## config.mk

```make
export PLATFORM = sky130hd
export DESIGN_NAME = serial_tx_frame
export DESIGN_NICKNAME = d
export VERILOG_FILES = /design/src/rtl/serial_pkg.sv /design/src/rtl/serial_baud_gen.sv /design/src/rtl/serial_tx_frame.sv
export SDC_FILE = /design/constraint.sdc
export NUM_CORES = 1
export LEC_CHECK = 0
export CAP_MARGIN = 20
export CORE_UTILIZATION = 59
export CTS_BUF_LIST = sky130_fd_sc_hd__clkbuf_2 sky130_fd_sc_hd__clkbuf_4 sky130_fd_sc_hd__clkbuf_8
export DETAILED_ROUTE_END_ITERATION = 10
export DONT_BUFFER_PORTS = 1
export PLACE_DENSITY = 0.73
export REMOVE_ABC_BUFFERS = 1
export SLEW_MARGIN = 0
export SYNTH_ARGS = -nofsm -noshare
export SYNTH_HDL_FRONTEND = slang
export SYNTH_SLANG_ARGS = --single-unit
```

## constraint.sdc

```tcl
create_clock -name clk -period 4.95 [get_ports clk]
set_input_delay 0 -clock clk [delete_from_list [all_inputs] [get_ports clk]]
set_output_delay 0 -clock clk [all_outputs]
set_load 0.005 [all_outputs]
```

## src/rtl/serial_pkg.sv

```systemverilog
// serial_pkg: shared types and default timing constants for the serial
// transmit/receive blocks.
//   state_t              - frame FSM states (PARITY only used when the
//                          SERIAL_TX_PARITY_EN build macro is defined)
//   SYS_CLK_HZ           - board system clock
//   BAUD_DEFAULT         - default line rate
//   CLKS_PER_BIT_DEFAULT - system clocks per serial bit at the default rate
package serial_pkg;

    localparam int SYS_CLK_HZ           = 50_000_000;
    localparam int BAUD_DEFAULT         = 115200;
    localparam int CLKS_PER_BIT_DEFAULT = SYS_CLK_HZ / BAUD_DEFAULT;

    typedef enum logic [2:0] {
        IDLE   = 3'd0,
        START  = 3'd1,
        DATA   = 3'd2,
        PARITY = 3'd3,
        STOP   = 3'd4
    } state_t;

endpackage

```

## src/rtl/serial_baud_gen.sv

```systemverilog
// serial_baud_gen: bit-period counter for the serial blocks.
// Ports:
//   clk      in   system clock, rising edge
//   rst      in   asynchronous reset, active-high
//   clear    in   restart the bit period from zero
//   enable   in   count only while high; held at zero otherwise (idle hold-off)
//   bit_tick out  high on the last clock of each bit period
module serial_baud_gen #(
    parameter int CLKS_PER_BIT = 434
) (
    input  logic clk,
    input  logic rst,
    input  logic clear,
    input  logic enable,
    output logic bit_tick
);

    localparam int            CW   = (CLKS_PER_BIT > 1) ? $clog2(CLKS_PER_BIT) : 1;
    localparam logic [CW-1:0] LAST = CW'(CLKS_PER_BIT - 1);

    logic [CW-1:0] cnt;

    assign bit_tick = enable && (cnt == LAST);

    always_ff @(posedge clk or posedge rst) begin
        if (rst) begin
            cnt <= '0;
        end else if (clear || !enable || bit_tick) begin
            cnt <= '0;
        end else begin
            cnt <= cnt + CW'(1);
        end
    end

endmodule

```

## src/rtl/serial_tx_frame.sv

```systemverilog
// serial_tx_frame: UART-style transmitter. Frames a DATA_BITS-wide word with
// a start bit, optional parity bit and STOP_BITS stop bits; bit timing is
// derived from clk via serial_baud_gen.
// Build macro: SERIAL_TX_PARITY_EN inserts a parity bit after the data bits
// and adds parameter PARITY_ODD (0 = even, 1 = odd).
// Ports:
//   clk        in   system clock, rising edge
//   rst        in   asynchronous reset, active-high (release synchronous to clk)
//   tx_data    in   word to send, sampled on accept
//   tx_valid   in   tx_data is valid
//   tx_ready   out  word can be accepted (IDLE only)
//   tx         out  serial line, idle high
//   busy       out  frame in progress
//   frame_done out  one-cycle pulse after the last stop bit
module serial_tx_frame
    import serial_pkg::*;
#(
    parameter int DATA_BITS    = 8,
    parameter int CLKS_PER_BIT = CLKS_PER_BIT_DEFAULT,
    parameter int STOP_BITS    = 1,
    parameter int LSB_FIRST    = 1
`ifdef SERIAL_TX_PARITY_EN
    ,
    parameter int PARITY_ODD   = 0
`endif
) (
    input  logic                 clk,
    input  logic                 rst,
    input  logic [DATA_BITS-1:0] tx_data,
    input  logic                 tx_valid,
    output logic                 tx_ready,
    output logic                 tx,
    output logic                 busy,
    output logic                 frame_done
);

    localparam int            BW        = $clog2(DATA_BITS + 1);
    localparam logic [BW-1:0] LAST_BIT  = BW'(DATA_BITS - 1);
    localparam logic [BW-1:0] LAST_STOP = BW'(STOP_BITS - 1);

    state_t               state, state_n;
    logic [DATA_BITS-1:0] shreg, shreg_n;
    logic [BW-1:0]        bit_cnt, bit_cnt_n;
    logic                 done_n;
    logic                 bit_tick;
    logic                 accept;
    logic                 data_bit;
`ifdef SERIAL_TX_PARITY_EN
    logic                 par_bit, par_bit_n;
`endif

    assign tx_ready = (state == IDLE);
    assign busy     = !tx_ready;
    assign accept   = tx_valid && tx_ready;
    assign data_bit = (LSB_FIRST != 0) ? shreg[0] : shreg[DATA_BITS-1];

    serial_baud_gen #(
        .CLKS_PER_BIT(CLKS_PER_BIT)
    ) u_baud (
        .clk     (clk),
        .rst     (rst),
        .clear   (accept),
        .enable  (busy),
        .bit_tick(bit_tick)
    );

    always_ff @(posedge clk or posedge rst) begin
        if (rst) begin
            state      <= IDLE;
            shreg      <= '0;
            bit_cnt    <= '0;
            frame_done <= 1'b0;
`ifdef SERIAL_TX_PARITY_EN
            par_bit    <= 1'b0;
`endif
        end else begin
            state      <= state_n;
            shreg      <= shreg_n;
            bit_cnt    <= bit_cnt_n;
            frame_done <= done_n;
`ifdef SERIAL_TX_PARITY_EN
            par_bit    <= par_bit_n;
`endif
        end
    end

    // tx is decoded from registered state only, so an async reset forces the
    // line high without waiting for a clock edge.
    always_comb begin
        state_n   = state;
        shreg_n   = shreg;
        bit_cnt_n = bit_cnt;
        done_n    = 1'b0;
        tx        = 1'b1;
`ifdef SERIAL_TX_PARITY_EN
        par_bit_n = par_bit;
`endif
        case (state)
            IDLE: begin
                if (tx_valid) begin
                    shreg_n   = tx_data;
                    bit_cnt_n = '0;
                    state_n   = START;
`ifdef SERIAL_TX_PARITY_EN
                    // Parity taken from the word as accepted; the shift
                    // register no longer holds it by the PARITY state.
                    par_bit_n = (PARITY_ODD != 0) ? ~^tx_data : ^tx_data;
`endif
                end
            end
            START: begin
                tx = 1'b0;
                if (bit_tick) begin
                    state_n = DATA;
                end
            end
            DATA: begin
                tx = data_bit;
                if (bit_tick) begin
                    shreg_n = (LSB_FIRST != 0) ? (shreg >> 1) : (shreg << 1);
                    if (bit_cnt == LAST_BIT) begin
                        bit_cnt_n = '0;
`ifdef SERIAL_TX_PARITY_EN
                        state_n   = PARITY;
`else
                        state_n   = STOP;
`endif
                    end else begin
                        bit_cnt_n = bit_cnt + BW'(1);
                    end
                end
            end
`ifdef SERIAL_TX_PARITY_EN
            PARITY: begin
                tx = par_bit;
                if (bit_tick) begin
                    state_n = STOP;
                end
            end
`endif
            STOP: begin
                // bit_cnt is reused to count stop bits.
                if (bit_tick) begin
                    if (bit_cnt == LAST_STOP) begin
                        bit_cnt_n = '0;
                        state_n   = IDLE;
                        done_n    = 1'b1;
                    end else begin
                        bit_cnt_n = bit_cnt + BW'(1);
                    end
                end
            end
            default: begin
                state_n = IDLE;
            end
        endcase
    end

endmodule
```

## After elaboration in Yosys (flattened, before gate mapping)

Cells that the tools add are included.

| word-level totals | value |
|---|---|
| register bits after elaboration | 25 |
| output and inout port bits | 4 |
| input port bits | 11 |

| operators by class | value |
|---|---|
| reduce and logical (&&, ||, !) cells | 12 |
| multiplexer cells | 21 |
| add/subtract/negate cells | 2 |
| eq/ne operators | 11 |

Operators with widths:

| cell | count |
|---|---|
| 4-bit two-way mux | 5 |
| 3-bit two-way mux | 6 |
| 8-bit two-way mux | 2 |
| 8-bit one-hot mux with 2 select lines | 1 |
| 3-bit one-hot mux with 4 select lines | 1 |
| 4-bit one-hot mux with 3 select lines | 1 |
| 9-bit by 1-bit adder with 9-bit output (second input constant) | 1 |
| 9-bit equality test (second input constant) | 1 |
| 9-bit two-way mux | 1 |
| 2-bit by 1-bit inequality test with 1-bit output (second input constant) | 3 |
| 2-bit inequality test (second input constant) | 3 |
| 6-bit AND reduction | 1 |
| 4-bit by 1-bit adder with 4-bit output (second input constant) | 1 |
| 4-bit by 3-bit equality test with 1-bit output (second input constant) | 1 |
| 4-bit logical NOT | 1 |
| 4-bit AND reduction | 1 |
| 3-bit by 1-bit equality test with 1-bit output (second input constant) | 1 |
| 3-bit by 2-bit equality test with 1-bit output (second input constant) | 1 |
| 3-bit equality test (second input constant) | 1 |
| 3-bit logical NOT | 1 |
| 1-bit two-way mux | 3 |
| 3-bit AND reduction | 1 |
| 3-bit nonzero test | 1 |
| 1-bit logical AND | 2 |
| 4 further kinds | 5 |

## Logic depth before layout (Yosys ltp)

Gate-level depths: netlist of run 1.

| logic depth | value |
|---|---|
| word-level depth | 5 |
| mapped depth | 7 |

## Hierarchy

From an unflattened synthesis of run 1, not the netlist that was laid out.

| unflattened totals | value |
|---|---|
| cell total of the unflattened synthesis | 151 |
| area, all modules | 1451.4 sq um |

By module, submodules not included:

| module | area an instance (sq um) | times used | sequential area each (sq um) | cells an instance |
|---|---|---|---|---|
| serial_tx_frame | 972.2 | 1 | 400.4 | 103 |
| serial_baud_gen | 479.2 | 1 | 225.2 | 48 |

## Least setup slack after synthesis of run 1

No wires, ideal clock.

| path | value |
|---|---|
| path kind | reg-to-reg |
| from | reg u_baud.cnt[1] |
| to | reg shreg[0] |
| setup time | 0.125 ns |
| required time | 4.825 ns |
| cell stages (with the launch flop) | 8 |
| arrival time | 1.585 ns |
| buffers on the path | 1 |
| path slack | 3.241 ns |
| cells stage by stage | dfrtp_1 inv_1 ha_1 and4b_1 buf_4 a31oi_4 nor3_4 mux2_2 |

| between the ends | value |
|---|---|
| longest elaborated chain between the ends | 4 |

RTL lines:

| item | RTL line | RTL |
|---|---|---|
| start, declared | serial_baud_gen.sv:21 | `logic [CW-1:0] cnt;` |
| start signal, assigned | serial_baud_gen.sv:31 | `cnt <= cnt + CW'(1);` |
| 9-bit equality test | serial_baud_gen.sv:23 | `assign bit_tick = enable && (cnt == LAST);` |
| 1-bit logical AND | serial_baud_gen.sv:23 |  |
| 2-bit by 1-bit inequality test with 1-bit output (no source line) | -- |  |
| 3-bit AND reduction (no source line) | -- |  |
| end signal, assigned | serial_tx_frame.sv:78 | `shreg <= shreg_n;` |
| end, declared | serial_tx_frame.sv:42 | `logic [DATA_BITS-1:0] shreg, shreg_n;` |

No other way between the ends.
A chain may end at the register's enable or synchronous reset.

## Final worst setup path of run 1

| path | value |
|---|---|
| from | reg u_baud.cnt[1] |
| to | reg shreg[2] |

Same word-level chain as after synthesis.

==> results of run 1 <==
==> synth_stat cells (all sizes together) <==
cell / count / area share (%)
a2bb2oi: 1 / 0.61
clkbuf: 1 / 0.26
a21boi: 1 / 0.52
a21o: 1 / 0.52
nand2b: 3 / 1.3
a31oi: 3 / 2.3
nor2b: 2 / 0.87
and3: 2 / 0.96
inv: 8 / 2.1
a21oi: 2 / 0.70
nor3b: 4 / 2.4
mux2i: 3 / 2.1
xnor2: 5 / 3.0
ha: 4 / 3.5
o22ai: 1 / 0.43
o211ai: 2 / 1.0
and2: 1 / 0.52
buf: 5 / 3.1
a22oi: 1 / 0.52
nor4b: 1 / 0.61
nand4: 2 / 0.87
o21bai: 1 / 0.52
mux2: 14 / 11
nand2: 7 / 1.8
nand3b: 1 / 0.52
nor4bb: 1 / 0.70
dfrtp: 25 / 43
nand3: 5 / 1.7
and3b: 1 / 0.61
o21ai: 4 / 1.4
or3b: 1 / 0.61
a2111oi: 1 / 0.61
nor3: 3 / 1.8
nor2: 15 / 3.9
and2b: 1 / 0.52
and4b: 1 / 0.70
xor2: 2 / 1.2
nand4b: 1 / 0.61
==> metrics by stage <==
stage | util, % | hold slack, ps | total power, mW | instance area (µm²) | cells
2_1_floorplan | - | 27.3 | 0.351 | 1390 | 131
3_3_place_gp | 63.6 | 136 | 0.368 | 1430 | 160
3_5_place_dp | 63.6 | 149 | 0.376 | 1430 | 160
4_1_cts | 69.4 | 136 | 0.477 | 1560 | 174
5_1_grt | 69.4 | 161 | 0.505 | 1560 | 174
6_report | 69.4 | 147 | 0.475 | 1560 | 174
==> flip-flops by register name, summed over array words and instances, names as in the netlist <==
register and count:
shreg 8, frame_done 1, state 3, bit_cnt 4
u_baud.cnt 9
==> worst max-delay path: stages, from the launching register on <==
cell	delay, ps
dfrtp_1	430
inv_1	70
ha_1	140
and4b_1	430
a31oi_4	130
nor3_4	340
mux2_2	390
==> kinds of logic (layout without fill, tap and decap cells) <==
family / count (synthesis) / count (layout) / synth area share (%)
flops: 25 / 25 / 43.4
fa+ha+maj: 4 / 4 / 3.48
compound gates: 18 / 18 / 9.21
xor+xnor: 7 / 7 / 4.26
mux: 17 / 17 / 13.0
buf+inv: 14 / 23 / 5.47
simple gates: 52 / 52 / 21.1
==> area by class of cell <==
class	count	area, µm²
multi-input combinational	98	736
fill	183	691
timing repair buffer	11	108
inverter	8	30.0
clock buffer	4	30.0
tap	28	35.0
sequential	25	626
==> worst min-delay path by stage <==
| stage | endpoint | slack, ps | from |
|---|---|---|---|
| after floorplan | bit_cnt[0] | 30 | rst |
| after global placement | shreg[6] | 140 | rst |
| after detailed placement | shreg[4] | 150 | rst |
| after CTS | bit_cnt[1] | 140 | tx_valid |
| after global routing | bit_cnt[1] | 160 | tx_valid |
| final | bit_cnt[1] | 150 | tx_valid |
==> power groups by stage <==
stage | sequential [mW] | combinational, mW | clock, mW
2_1_floorplan | 0.274 | 0.0770 | 0
3_3_place_gp | 0.281 | 0.0872 | 0
3_5_place_dp | 0.282 | 0.0932 | 0
4_1_cts | 0.279 | 0.0999 | 0.0987
5_1_grt | 0.287 | 0.112 | 0.107
6_report | 0.280 | 0.0989 | 0.0965
==> layer usage <==
layer	GRT usage, %	vias up	part of all wire, %
li1	-	501	-
met1	28.6	499	46
met4	9.01	0	0.54
met3	4.46	2	2.3
met5	0	-	0
met2	38.3	16	51
==> what timing repair did <==
item,4_1_cts,5_1_grt
endpoints found under the setup margin,0,0
endpoints found under the hold margin,34,0
hold buffers,10,0
==> summary.txt, run 1 <==
Status
  • Outcome: complete, no violations

Worst setup path
  • Crit path max fanout: 8
  • R2r setup slk: 2920 ps
  • Setup crit end kind: register
  • Critical Path Start: u_baud.cnt[1]
  • Crit path launch type: register
  • Arrival @ worst endpoint: 2250 ps
  • Crit path to: shreg[2]
  • Crit Path Class: reg2reg
  • Worst R2R Path Depth: 6
  • Worst endpoint required time: 5170 ps
  • Worst reg2reg endpoint: shreg[2]
  • Reg-to-Reg Start: u_baud.cnt[1]

Placed design
  • Port bufs: 0
  • Gpl congestion: 0.857
  • Hpwl dp: 1820 µm
  • DP Worst Slack: 2950 ps

Routing
  • Drt pass-1 iters: 4
  • Via count: 1018
  • Antenna violation net count after detailed routing: 0
  • Via density per instance: 5.85
  • Drt first-iter violations: 24
  • Routed WL: 2600 µm
  • Wire length per cell: 14.9 µm
  • Post-route DRC violation count: 0

Power
  • Switch share: 30.6%
  • VDD IR max: 304 µV
  • Psw: 0.145 mW
  • Clock power share: 20.3%
  • Seq pwr share: 58.9%
  • Combinational share of power: 20.8%
  • Leakage: 0.653 nW
  • Power Internal: 0.330 mW
  • Pwr dens: 304 nW/µm²

Cells and area
  • Commonest non-fill, non-tap cells in the layout: dfrtp_1 (25), nor2_1 (15), mux2_2 (14)
  • Share of cells above drive strength 1: 16.4%
  • Fin nets: 162
  • N_diodes: 0
  • Synth-to-Final Area Change: 8.60%
  • Commonest non-fill, non-tap cell in the layout: dfrtp_1

STA
  • RSZ-0062 raised after global routing: no
  • Clock Skew: 9.33 ps
  • Setup TNS: 0 ps
  • Final worst path period need: 2030 ps
  • Final worst slack: 2920 ps
  • Final number of max-transition violations: 0
  • Fin crit share: 41.0%
  • Hold Violations, Final: 0
  • Max_slew headroom: 37.7%
  • Fmax: 0.493 GHz
  • Final setup fails: 0
  • Worst-margin pin slew: 934 ps

Floorplanning
  • Placeable Area: 2250 µm²
  • Die area: 2640 µm²
  • Chip Height: 51.4 µm
  • Ports: 15
  • Die X-Extent: 51.4 µm
  • Core Rows: 17
  • Initial core utilization: 63.9%

Clock tree
  • Clk slew on worst S/H paths: 140 ps
  • Clock root cell: clkbuf_4
  • Clock sinks: 25
  • Worst skew pair latency: 320 ps
  • TritonCTS buffer count: 3
  • Max clock buf depth: 2
  • Post_cts resized: 0
  • H-tree depth: 1
  • Post-CTS Setup Bufs: 0
  • CTS tree: done

Global route
  • GRT Overall Usage: 22.8%
  • Largest net degree at the start of global routing: 26
  • Vias in the first global route: 1031
  • Total gr overflow: 0
  • First-pass GRT wire length: 4460 µm
  • Initial antenna violation count: 0

Synthesis
  • Netlist Area Pre-Place: 1440 µm²
  • Syn Inst Count: 137
  • Syn Area/Cell: 10.5 µm²
  • Yosys warning count: 0
  • Synth Register Bits: 25
  • Sequential element share of the synthesized area: 43.4%
  • Synth cell types: 43

Min path
  • WHS Path Cells: 4
  • HP Class: in2reg

Job
  • MaxCap Viol Count: 0
Power figures use the tool's default switching activity.
==> inputs of run 2 (changes only) <==
==> constraint.sdc (replaced) <==
create_clock -name clk -period 2.08 [get_ports clk]
set_input_delay 0 -clock clk [delete_from_list [all_inputs] [get_ports clk]]
set_output_delay 0 -clock clk [all_outputs]
set_load 0.005 [all_outputs]
==> run 2 against run 1 <==
Non-clock buffer count up 5; power grew 140%; die area unchanged; register-to-register slack worse by 2800 ps; cell count rose by 2.9%; sequential share of layout area is 0.94 points lower; sequential power increased by 140%; global-route usage grew 0.39 points; hold slack worse by 6.9 ps; core utilization is 1.7 points higher; setup slack got worse by 2800 ps.
==> summary.txt, run 2 (synthesis gave the netlist of run 1 again) <==
STA
  • Final worst path period need: 2000 ps (-25.6 ps)
  • Setup TNS: 0 ps (unchanged)
  • Fmax: 0.500 GHz (+1.3%)
  • Hold Violations, Final: 0 (unchanged)
  • Max_slew headroom: 38.6% (+0.86 points)
  • Final setup fails: 0 (unchanged)
  • Worst hold margin: 140 ps (-6.95 ps)
  • Clock Skew: 2.49 ps (-6.84 ps)
  • Final number of max-transition violations: 0 (unchanged)
  • Worst-margin pin slew: 921 ps (-12.9 ps)
  • Fin crit share: 96.2% (+55 points)

Routing
  • Via count: 1042 (+2.4%)
  • Drt pass-1 iters: 4 (unchanged)
  • Via density per instance: 5.82 (-0.50%)
  • Drt first-iter violations: 18 (-25%)
  • Routed WL: 2800 µm (+8.0%)
  • Antenna violation net count after detailed routing: 0 (unchanged)
  • Wire length per cell: 15.7 µm (+5.0%)
  • Post-route DRC violation count: 0 (unchanged)

Cells and area
  • Post-layout util: 71.0% (+1.7 points)
  • Commonest non-fill, non-tap cells in the layout: dfrtp_1 (25), nor2_1 (15), mux2_2 (14)
  • Fin nets: 167 (+3.1%)
  • Share of cells above drive strength 1: 19.2% (+2.8 points)
  • Synth-to-Final Area Change: 11.2%
  • Leading registers by flop count: u_baud.cnt: 9 flops, shreg: 8 flops, bit_cnt: 4 flops
  • N_diodes: 0 (unchanged)
  • Fill cells: 171 (-6.6%)
  • Commonest non-fill, non-tap cell in the layout: dfrtp_1
  • Largest register FFs: 9 (unchanged)
  • Post-route design area: 1600 µm² (+2.4%)
  • Register bank with the most flops: u_baud.cnt

Floorplanning
  • Chip Height: 51.4 µm (unchanged)
  • Core Rows: 17 (unchanged)
  • Die X-Extent: 51.4 µm (unchanged)
  • Placeable Area: 2250 µm² (unchanged)
  • Ports: 15 (unchanged)
  • Die area: 2640 µm² (unchanged)
  • Initial core utilization: 63.9% (unchanged)

Power
  • VDD IR max: 595 µV (+96%)
  • Combinational share of power: 20.2% (-0.6 points)
  • Switch share: 31.3% (+0.73 points)
  • Power Internal: 0.783 mW (+140%)
  • Leakage: 0.679 nW (+4.0%)
  • Seq pwr share: 59.3% (+0.4 points)
  • Pwr dens: 712 nW/µm² (+130%)
  • Clock power share: 20.5% (+0.2 points)
  • Psw: 0.357 mW (+150%)

Worst setup path
  • Crit path cell chain: inv_1 > ha_1 > and4b_1 > a31oi_4 > nor3_4 > buf_4 > mux2_2
  • Worst path max stage delay: 440 ps (about the same)
  • Reg-to-Reg Start: u_baud.cnt[1]
  • Worst endpoint required time: 2300 ps (-2870 ps)
  • Slowest CP cell: dfrtp_1
  • Arrival @ worst endpoint: 2220 ps (-30 ps)
  • R2r setup slk: 80 ps (-2840 ps)
  • Crit path launch type: register
  • Worst reg2reg endpoint: shreg[2]
  • Setup crit end kind: register
  • Crit path to: shreg[2]
  • Crit Path Class: reg2reg
  • Worst R2R Path Depth: 7 (+1)
  • Crit path max fanout: 8 (unchanged)
  • Critical Path Start: u_baud.cnt[1]

Clock tree
  • TritonCTS buffer count: 3 (unchanged)
  • CTS tree: done
  • Clk slew on worst S/H paths: 140 ps (about the same)
  • Post_cts resized: 0 (unchanged)
  • Clock sinks: 25 (unchanged)
  • H-tree depth: 1 (unchanged)
  • Max clock buf depth: 2 (unchanged)
  • Clock root cell: clkbuf_4
  • Worst skew pair latency: 320 ps (about the same)

Global route
  • First-pass GRT wire length: 4530 µm (+1.7%)
  • Initial antenna violation count: 0 (unchanged)
  • Largest net degree at the start of global routing: 26 (unchanged)
  • Vias in the first global route: 986 (-4.4%)
  • GRT Overall Usage: 23.2% (+0.39 points)
  • Total gr overflow: 0 (unchanged)

Placed design
  • Port bufs: 0 (unchanged)
  • Placed Area: 1460 µm² (+1.6%)
  • Gpl congestion: 0.830 (-3.2%)
  • Hpwl dp: 1830 µm (+0.75%)

Min path
  • Hold_sp: tx_valid
  • HP Class: in2reg

Status
  • Outcome: complete, no violations

Job
  • MaxCap Viol Count: 0 (unchanged)
-- run 2: changes by cell type in the layout (fill, tap and decap cells not counted) --
cell | before | now
buf_4 | 1 | 6
-- run 2: power groups by stage --
stage          clock (mW)  sequential, mW  combinational (mW)
2_1_floorplan           0           0.652               0.183
3_3_place_gp            0           0.670               0.204
3_5_place_dp            0           0.683               0.216
4_1_cts             0.239           0.673               0.232
5_1_grt             0.257           0.684               0.259
6_report            0.234           0.676               0.230
-- run 2: layer usage --
| metal | share of wire [%] | track usage (%) |
|---|---|---|
| met1 | 44 | 30.0 |
| met3 | 3.1 | 2.98 |
| met4 | 1.2 | 10.4 |
| met2 | 52 | 38.3 |
| met5 | 0 | 0 |
-- run 2: area by class of cell --
type	instances	area [µm²]	share of cell area, %
well taps	28	35.0	2.19
repair buffers	16	145	9.06
inverters	8	30.0	1.87
flip-flops and latches	25	626	39.1
multi-input cells	98	736	45.9
clock buffers	4	30.0	1.87
-- run 2: worst min-delay path by stage --
stage	endpoint	slack [ps]	cells past startpoint
3_5_place_dp	shreg[6]	140	1
4_1_cts	bit_cnt[1]	130	4
5_1_grt	bit_cnt[1]	150	4
3_3_place_gp	shreg[6]	130	1
6_report	bit_cnt[1]	140	4
2_1_floorplan	bit_cnt[0]	30	1
-- run 2: critical path, delay by kind of cell, from the launching register on --
kind | cells | cell delay [ps]
buffers and inverters | 2 | 240
flip-flops | 1 | 440
AND/OR/NAND/NOR | 2 | 630
AO/OA/AOI/OAI | 1 | 140
multiplexers | 1 | 340
adder cells (fa/ha/maj) | 1 | 120
-- run 2: timing repair --
item,4_1_cts,5_1_grt
hold buffers,10,0
buffers inserted,0,2
hold endpoints to repair,34,0
endpoints found under the setup margin,0,7
-- run 2: per-stage QoR --
step,cells,setup WS (ps),total power [mW]
after floorplan,131,-140,0.835
after global placement,163,193,0.874
after detailed placement,163,96.9,0.899
after CTS,177,70.8,1.14
after global routing,179,-4.29,1.20
final,179,78.5,1.14
